===== config.mk =====
export PLATFORM = sky130hd
export DESIGN_NAME = quad_gen
export DESIGN_NICKNAME = d
export VERILOG_FILES = /design/src/rtl/motorboard_pkg.sv /design/src/rtl/quad_gen.sv
export SDC_FILE = /design/constraint.sdc
export NUM_CORES = 1
export LEC_CHECK = 0
export BUFFER_PORTS_ARGS = -buffer_cell sky130_fd_sc_hd__buf_4
export CAP_MARGIN = 20
export CORE_ASPECT_RATIO = 0.9
export CORE_MARGIN = 2
export CORE_UTILIZATION = 31
export CTS_BUF_LIST = sky130_fd_sc_hd__clkbuf_4 sky130_fd_sc_hd__clkbuf_8
export DETAILED_ROUTE_END_ITERATION = 10
export PLACE_DENSITY = 0.59
export SLEW_MARGIN = 25
export SYNTH_ARGS = -nofsm -noshare
export SYNTH_HDL_FRONTEND = slang
export SYNTH_SLANG_ARGS = --single-unit

===== constraint.sdc =====
create_clock -name clk -period 3.7 [get_ports clk]
set_input_delay 0.74 -clock clk [delete_from_list [all_inputs] [get_ports clk]]
set_output_delay 0.74 -clock clk [all_outputs]
set_load 0.005 [all_outputs]

===== src/rtl/motorboard_pkg.sv =====
// Shared definitions for the quadrature step generator: FSM encoding and the
// forward/reverse (A,B) phase tables.
package motorboard_pkg;

  typedef enum logic [1:0] {
    ST_IDLE = 2'd0,
    ST_RUN  = 2'd1,
    ST_DONE = 2'd2
  } qg_state_e;

  // Next {A,B} packed by current {A,B}: entry n lives in bits [2n+1:2n].
  // Forward 00->10->11->01->00, reverse 00->01->11->10->00.
  localparam logic [7:0] PHASE_FWD = 8'b01_11_00_10;
  localparam logic [7:0] PHASE_REV = 8'b10_00_11_01;

  function automatic logic [1:0] phase_next(input logic [1:0] ab, input logic rev);
    logic [7:0] tbl;
    tbl = rev ? PHASE_REV : PHASE_FWD;
    return tbl[{ab, 1'b0} +: 2];
  endfunction

endpackage


===== src/rtl/quad_gen.sv =====
// Quadrature step generator: emits a signed number of A/B edges at a fixed
// clk-cycle period, tracking position and supporting freeze and abort.
module quad_gen
  import motorboard_pkg::*;
#(
  parameter int STEP_W = 24,
  parameter int DIV_W  = 16
) (
  input  logic              clk,
  input  logic              reset_n,
  input  logic              cmd_valid,
  output logic              cmd_ready,
  input  logic [STEP_W-1:0] cmd_steps,
  input  logic [DIV_W-1:0]  cmd_period,
  input  logic              ena,
  input  logic              abort,
  output logic              quadA,
  output logic              quadB,
  output logic [STEP_W-1:0] position,
  output logic              busy,
  output logic              done
);

  localparam logic [STEP_W-1:0] STEP_ONE = STEP_W'(1);
  localparam logic [DIV_W-1:0]  DIV_ONE  = DIV_W'(1);

  qg_state_e         state_q, state_d;
  logic [1:0]        ab_q, ab_d;
  logic [STEP_W-1:0] pos_q, pos_d;
  logic [STEP_W-1:0] rem_q, rem_d;
  logic [DIV_W-1:0]  div_q, div_d;
  logic [DIV_W-1:0]  per_q, per_d;
  logic              dir_q, dir_d;
  logic              done_q, done_d;
  logic              handshake;

  assign cmd_ready = reset_n && (state_q == ST_IDLE);
  assign busy      = reset_n && (state_q != ST_IDLE);
  assign handshake = cmd_valid && cmd_ready;

  always_comb begin
    state_d = state_q;
    ab_d    = ab_q;
    pos_d   = pos_q;
    rem_d   = rem_q;
    div_d   = div_q;
    per_d   = per_q;
    dir_d   = dir_q;
    done_d  = 1'b0;
    case (state_q)
      ST_IDLE: begin
        if (handshake) begin
          if (cmd_steps == '0) begin
            done_d = 1'b1;
          end else begin
            // Two's-complement magnitude; the most negative count maps to 2^(STEP_W-1).
            rem_d   = cmd_steps[STEP_W-1] ? (~cmd_steps + STEP_ONE) : cmd_steps;
            dir_d   = cmd_steps[STEP_W-1];
            per_d   = (cmd_period == '0) ? DIV_ONE : cmd_period;
            div_d   = (cmd_period == '0) ? DIV_ONE : cmd_period;
            state_d = ST_RUN;
          end
        end
      end
      ST_RUN: begin
        // Abort wins over a divider expiry in the same cycle.
        if (abort) begin
          state_d = ST_IDLE;
        end else if (ena) begin
          if (div_q <= DIV_ONE) begin
            ab_d  = phase_next(ab_q, dir_q);
            pos_d = dir_q ? (pos_q - STEP_ONE) : (pos_q + STEP_ONE);
            rem_d = rem_q - STEP_ONE;
            div_d = per_q;
            if (rem_q == STEP_ONE) begin
              state_d = ST_DONE;
            end
          end else begin
            div_d = div_q - DIV_ONE;
          end
        end
      end
      ST_DONE: begin
        done_d  = 1'b1;
        state_d = ST_IDLE;
      end
      default: state_d = ST_IDLE;
    endcase
  end

  always_ff @(posedge clk) begin
    if (!reset_n) begin
      state_q <= ST_IDLE;
      ab_q    <= 2'b00;
      pos_q   <= '0;
      rem_q   <= '0;
      div_q   <= '0;
      per_q   <= '0;
      dir_q   <= 1'b0;
      done_q  <= 1'b0;
    end else begin
      state_q <= state_d;
      ab_q    <= ab_d;
      pos_q   <= pos_d;
      rem_q   <= rem_d;
      div_q   <= div_d;
      per_q   <= per_d;
      dir_q   <= dir_d;
      done_q  <= done_d;
    end
  end

  assign quadA    = ab_q[1];
  assign quadB    = ab_q[0];
  assign position = pos_q;
  assign done     = done_q;

endmodule


==> impl_metrics.py, run 1 <==
metrics = {
    "route": {
        "drtAntennaViolNets": 0,
        "dr.pass1.iters": 4,
        "drtIter0Drc": 341,
        "viasPerCell": 5.23,
        "post_drt_wl_per_cell_um": 14.7,
        "wl_mm": 15.9,
        "vias": 5635,
        "post-route-drc-count": 0,
    },
    "layout": {
        "drive_above_1_share_pct": 15.7,
        "antennaDiodeCount": 0,
        "layout.nets": 901,
        "area_growth_pct": 16.8,
        "stdcell_count": 1078,
        "fillers": 1960,
    },
    "synthesis": {
        "syn_inst": 772,
        "synthesis.area_sq_um": 5890,
        "synth_ff_type": "dfxtp_1",
        "yosys_warnings": 0,
        "seq_area_frac_synth_pct": 29.2,
        "synthesis.nets": 845,
        "syn-mean-instance-area_sq_um": 7.63,
        "synth_edf_count": 0,
        "async_flop_share_pct": 0,
        "synth_cell_types": 62,
        "yosys_register_bits": 86,
    },
    "placed_design": {
        "io_buffers": 73,
        "placedCellCount": 1062,
        "hpwlAfterDp_mm": 11.0,
        "finalWeightedCongestion": 0.851,
        "pre_cts_slack_ps": 310,
    },
    "setup_path": {
        "start_kind": "primary input",
        "critPathArrivalTime_ps": 3300,
        "cp_max_fo": 18,
        "worstPathCellList": "buf_4, or4_4, or4b_4, o41a_1, a21o_1, nand2_2, a21oi_1, o221a_1",
        "crit_path_max_incr_delay_ps": 560,
        "worstSetupPathType": "primary input to register",
        "critPathCaptureType": "register",
        "cp.required_ps": 3970,
        "worst_path_max_delay_cell": "or4_4",
    },
    "global_route": {
        "grt_use_total_pct": 16.4,
        "gr-total-overflow": 0,
        "grt_pass1_wl_mm": 26.9,
        "grt_start_max_net_pins": 67,
        "antenna_found_initial": 0,
        "first_global_vias": 5309,
    },
    "sta": {
        "fmax_ghz": 0.331,
        "setup_viol": 0,
        "fin_skew_ps": 17.3,
        "worst_pin_slew_ps": 777,
        "hold_viol_final": 0,
        "maxSlewViolCount": 0,
        "layout_setup_ws_ps": 677,
        "rsz0062_at_grt": "no",
        "fin_crit_ps": 3020,
        "finalCritPeriodShare_pct": 81.7,
        "slew_headroom_pct": 48.2,
        "setup_tns_ps": 0,
    },
    "die": {
        "io_pins": 74,
        "die-area_sq_um": 20100,
        "coreArea_sq_um": 18500,
        "fp.dieW_um": 149,
        "row_count": 47,
        "start_util_pct": 31.8,
        "die_h_um": 135,
    },
    "clocking": {
        "cts_tree": "done",
        "clk_latency_ps": 390,
        "cts_sinks": 86,
        "numCtsBuffers": 9,
        "postCtsHoldBufs": 0,
        "htreeDepth": 3,
        "cts_buffer_depth": 2,
        "clkTransAtPathRegs_ps": 90,
        "cts_resized": 0,
        "postCtsSetupRepairBufs": 0,
        "cts_root_buf": "clkbuf_8",
    },
    "outcome": {
        "outcome": "completed",
    },
    "power": {
        "power.density_nw_per_um2": 338,
        "static-leakage-power_nw": 2.75,
        "peakVddDrop_mv": 0.155,
    },
    "min_path": {
        "hold_path_class": "register to register",
    },
    "job": {
        "cap_violations": 0,
    },
}
[kinds of logic (layout without fill, tap and decap cells)]
group,after synthesis,count (layout),share of synthesized area (%)
simple gates,278,278,22.9
buf+inv,61,122,4.46
mux,17,17,2.93
xor+xnor,53,53,7.88
flops,86,86,29.2
fa+ha+maj,28,28,6.07
compound gates,249,249,26.5
[critical path, delay by kind of cell]
kind	cells	cell delay [ps]
AO/OA/AOI/OAI	4	1030
buffers and inverters	1	120
AND/OR/NAND/NOR	3	1410
[Yosys cell counts, drive strengths merged (3+ instances only)]
cell / n / area (sq um)
o41ai: 4 / 35.0
nand2: 72 / 273
o211ai: 18 / 135
buf: 9 / 67.6
clkbuf: 35 / 131
a31oi: 7 / 43.8
or2: 5 / 31.3
o21bai: 3 / 22.5
a311oi: 8 / 70.1
xor2: 23 / 201
a21o: 17 / 128
and3: 4 / 25.0
a21oi: 77 / 385
and2: 5 / 33.8
or3: 6 / 42.5
o21ai: 67 / 335
or4: 7 / 67.6
o31ai: 8 / 60.1
nand2b: 10 / 70.1
a22oi: 3 / 27.5
xnor2: 30 / 263
nand3: 28 / 140
inv: 17 / 63.8
dfxtp: 86 / 1720
nor2b: 5 / 31.3
nor4: 14 / 87.6
nor2: 83 / 312
ha: 27 / 338
nand4: 4 / 25.0
nor3: 26 / 135
nand3b: 4 / 30.0
mux2i: 15 / 150
a211o: 3 / 26.3
a211oi: 16 / 130
[path summary, 6_finish.rpt]
check / startpoint / endpoint / slack [ps] / depth (start not counted)
worst max-delay path: cmd_steps[16] / rem_q[22]$_SDFFE_PN0P_ / 680 / 8
worst min register to register: rem_q[23]$_SDFFE_PN0P_ / rem_q[23]$_SDFFE_PN0P_ / 470 / 2
worst max register to register: div_q[2]$_SDFFE_PN0P_ / position[23]$_SDFFE_PN0P_ / 740 / 9
worst min-delay path: rem_q[23]$_SDFFE_PN0P_ / rem_q[23]$_SDFFE_PN0P_ / 470 / 2
[per-layer routing]
metal / global-route usage [%] / share of wire, % / vias up
li1: - / - / 2912
met1: 24.0 / 52 / 2616
met2: 24.5 / 42 / 92
met3: 3.89 / 4.4 / 15
met4: 3.44 / 1.3 / 0
met5: 0 / 0 / -
[per-stage QoR]
stage / total power, W / cell area, sq um / util, % / hold WS [ps]
final: 0.00233 / 6880 / 37.1 / 475
after detailed placement: 0.00163 / 6670 / 36.0 / 462
after floorplan: 0.00146 / 5890 / - / 444
after CTS: 0.00236 / 6880 / 37.1 / 475
after global placement: 0.00163 / 6670 / 36.0 / 459
after global routing: 0.00248 / 6880 / 37.1 / 490
[flip-flops by register name, summed over array words and instances (netlist names)]
name      flops
done          1
per_q        16
rem_q        24
div_q        16
position     24
state_q       2
dir_q         1
ab_q          2
[placed cells by master (no fill, tap or decap), types with 5 or more instances in the layout]
cell      netlist  final
a31oi_1         7      7
a211oi_1       14     14
xor2_1         23     23
o21ai_0        67     67
o211ai_1       18     18
ha_1           27     27
nor4_1         14     14
mux2i_1        15     15
a21oi_1        77     77
or2_2           5      5
nand2b_1        9      8
a21o_1         17     17
clkbuf_8        0      9
inv_1          17     16
dfxtp_1        86     86
o31ai_1         8      8
buf_4           0     89
nand2_1        71     71
nor3_1         25     25
or3_1           5      5
xnor2_1        30     30
nor2_1         83     83
nand3_1        28     28
a311oi_1        8      8
[power breakdown]
part / internal, W / leakage, nW / switching (W)
clock: 0.000321 / 0.0968 / 0.000398
sequential: 0.000972 / 0.701 / 0.0000493
combinational: 0.000238 / 1.95 / 0.000349
total: 0.00153 / 2.75 / 0.000797
[area by class of cell]
| class | count | area (sq um) | share of cell area [%] |
|---|---|---|---|
| Tap cell | 245 | 307 | 4.46 |
| Multi-Input combinational cell | 625 | 3910 | 56.9 |
| Clock buffer | 9 | 124 | 1.80 |
| Timing Repair Buffer | 89 | 668 | 9.71 |
| Clock inverter | 7 | 80.1 | 1.16 |
| Sequential cell | 86 | 1720 | 25.0 |
| Inverter | 17 | 63.8 | 0.928 |
(Power assumes the default switching activity.)
==> run 2: changes to the inputs <==
- PLACE_DENSITY: 0.59 -> 0.61
- clock period: 3.7 -> 2.5 ns (I/O delays scaled with it)
==> run 2 against run 1 <==
The run now ends with setup timing left. Register-to-register slack got worse by 940 ps. Sequential share of layout area down 4.1 points. Clock power grew 45%. Cell count up 8.9%. Non-clock buffer count rose by 93.
==> impl_metrics.py, run 2 (synthesized netlist as in run 1, its figures left out) <==
metrics = {
    "sta": {
        "worst_pin_slew_ps": 646,
        "fmax_ghz": 0.371,
        "slew_headroom_pct": 56.5,
        "maxSlewViolCount": 0,
        "setup_viol": 41,
        "fin_crit_ps": 2700,
        "finalCritPeriodShare_pct": 108,
        "setup_tns_ps": -1570,
        "fin_skew_ps": 16.6,
        "rsz0062_at_grt": "yes",
        "hold_viol_final": 0,
        "layout_setup_ws_ps": -197,
    },
    "layout": {
        "drive_above_1_share_pct": 32.6,
        "final_core_util_pct": 44.4,
        "fillers": 1833,
        "multiInputGateArea_sq_um": 4420,
        "stdcell_count": 1174,
        "final_common_cell": "buf_4",
        "layout.nets": 997,
        "antennaDiodeCount": 0,
        "area_growth_pct": 39.7,
        "stdcell_area_sq_um": 8230,
        "layout_common_cells": "buf_4 (165), dfxtp_1 (85), a21oi_1 (69), nor2_1 (67), nand2_1 (67)",
        "register_area_sq_um": 1730,
    },
    "die": {
        "start_util_pct": 31.8,
        "die_h_um": 135,
        "fp.dieW_um": 149,
        "coreArea_sq_um": 18500,
        "row_count": 47,
        "io_pins": 74,
        "die-area_sq_um": 20100,
    },
    "global_route": {
        "grt_start_max_net_pins": 57,
        "antenna_found_initial": 0,
        "gr-total-overflow": 0,
        "grt_use_total_pct": 17.7,
        "grt_pass1_wl_mm": 28.8,
        "first_global_vias": 5799,
    },
    "setup_path": {
        "worstSetupPathType": "register to register",
        "start_kind": "register",
        "rrSetupSlack_ps": -200,
        "critPathCaptureType": "register",
        "critPathArrivalTime_ps": 2970,
        "cp_max_fo": 2,
        "cp.required_ps": 2770,
    },
    "power": {
        "power.density_nw_per_um2": 456,
        "peakVddDrop_mv": 0.284,
        "swShare_pct": 34.5,
        "power_frac_seq_pct": 40.1,
        "internal-power_w": 0.00246,
        "power.share.clock_pct": 27.6,
        "p_switching_w": 0.00129,
        "combPwrFrac_pct": 32.3,
        "static-leakage-power_nw": 3.36,
    },
    "clocking": {
        "clk_latency_ps": 380,
        "postCtsHoldBufs": 0,
        "cts_tree": "done",
        "numCtsBuffers": 9,
        "htreeDepth": 3,
        "cts_buffer_depth": 2,
        "clkTransAtPathRegs_ps": 90,
        "cts_sinks": 86,
        "cts_root_buf": "clkbuf_8",
    },
    "placed_design": {
        "hpwlAfterDp_mm": 12.0,
        "placedCellCount": 1145,
        "finalWeightedCongestion": 0.827,
        "dpl_cell_area_sq_um": 7370,
        "pre_cts_slack_ps": -538,
        "io_buffers": 73,
    },
    "outcome": {
        "violations": "setup timing",
        "outcome": "finished, violations left",
    },
    "route": {
        "viasPerCell": 5.23,
        "dr.pass1.iters": 5,
        "vias": 6143,
        "drtAntennaViolNets": 0,
        "wl_mm": 17.7,
        "post_drt_wl_per_cell_um": 15.1,
        "post-route-drc-count": 0,
        "drtIter0Drc": 384,
    },
    "min_path": {
        "hold_path_class": "primary input to register",
    },
    "job": {
        "cap_violations": 0,
    },
}
[run 2: changes by cell type in the layout (fill, tap and decap cells not counted), moves of 7 or more]
cell and change:
a21oi_1 -8, a311oi_1 -7, a311oi_2 +7, buf_4 +76, buf_6 +9, ha_1 -7
nor2_1 -16, nor2_4 +11, o21ai_0 -23, o21ai_1 +11, o21ai_2 +12
[run 2: power groups by stage]
stage          clock (W)  sequential, W  combinational [W]
6_report         0.00104        0.00151            0.00121
5_1_grt          0.00113        0.00151            0.00133
4_1_cts          0.00107        0.00150            0.00117
3_5_place_dp           0        0.00153            0.00103
3_3_place_gp           0        0.00153            0.00103
2_1_floorplan          0        0.00153           0.000655
[run 2: area by class of cell]
class                      instances  share of cell area [%]
timing repair buffer             182                    18.4
clock inverter                     7                   0.867
sequential                        86                    21.0
multi-input combinational        628                    53.8
clock buffer                       9                    1.51
tap                              245                    3.73
inverter                          17                   0.776
[run 2: path summary, 6_finish.rpt]
kind | from | endpoint | depth (start not counted)
max | rem_q[8]$_SDFFE_PN0P_ | rem_q[22]$_SDFFE_PN0P_ | 8
min | cmd_period[6] | per_q[6]$_SDFFE_PN0P_ | 3
max reg2reg | rem_q[8]$_SDFFE_PN0P_ | rem_q[22]$_SDFFE_PN0P_ | 8
min reg2reg | rem_q[23]$_SDFFE_PN0P_ | rem_q[23]$_SDFFE_PN0P_ | 2
[run 2: worst max-delay path, cell delays in order (launching register included)]
cell and delay, ps:
dfxtp_1 320, or3_4 380, or4_4 440, or4_4 440, nand2b_4 160, or4_4 440, nor3_2 120, a21oi_1 60
o221a_1 230
[run 2: routing by layer]
layer / up-vias / share of wire (%) / track usage [%]
met4: 0 / 1.2 / 4.44
met3: 18 / 5.5 / 3.45
met2: 127 / 45 / 27.8
met5: - / 0 / 0
li1: 3128 / - / -
met1: 2870 / 48 / 25.0
[run 2: per-stage QoR]
stage / hold slack [ps] / power, W
finish: 377 / 0.00375
CTS: 360 / 0.00375
detailed placement: 461 / 0.00256
global route: 359 / 0.00398
floorplan: 447 / 0.00218
global placement: 460 / 0.00256
[run 2: timing repair]
item,in CTS,in global routing
cloned,7,0
gates resized for setup,75,55
setup buffers,5,4
setup endpoints to repair,45,68
pin swaps,26,29
endpoints found under the hold margin,0,0
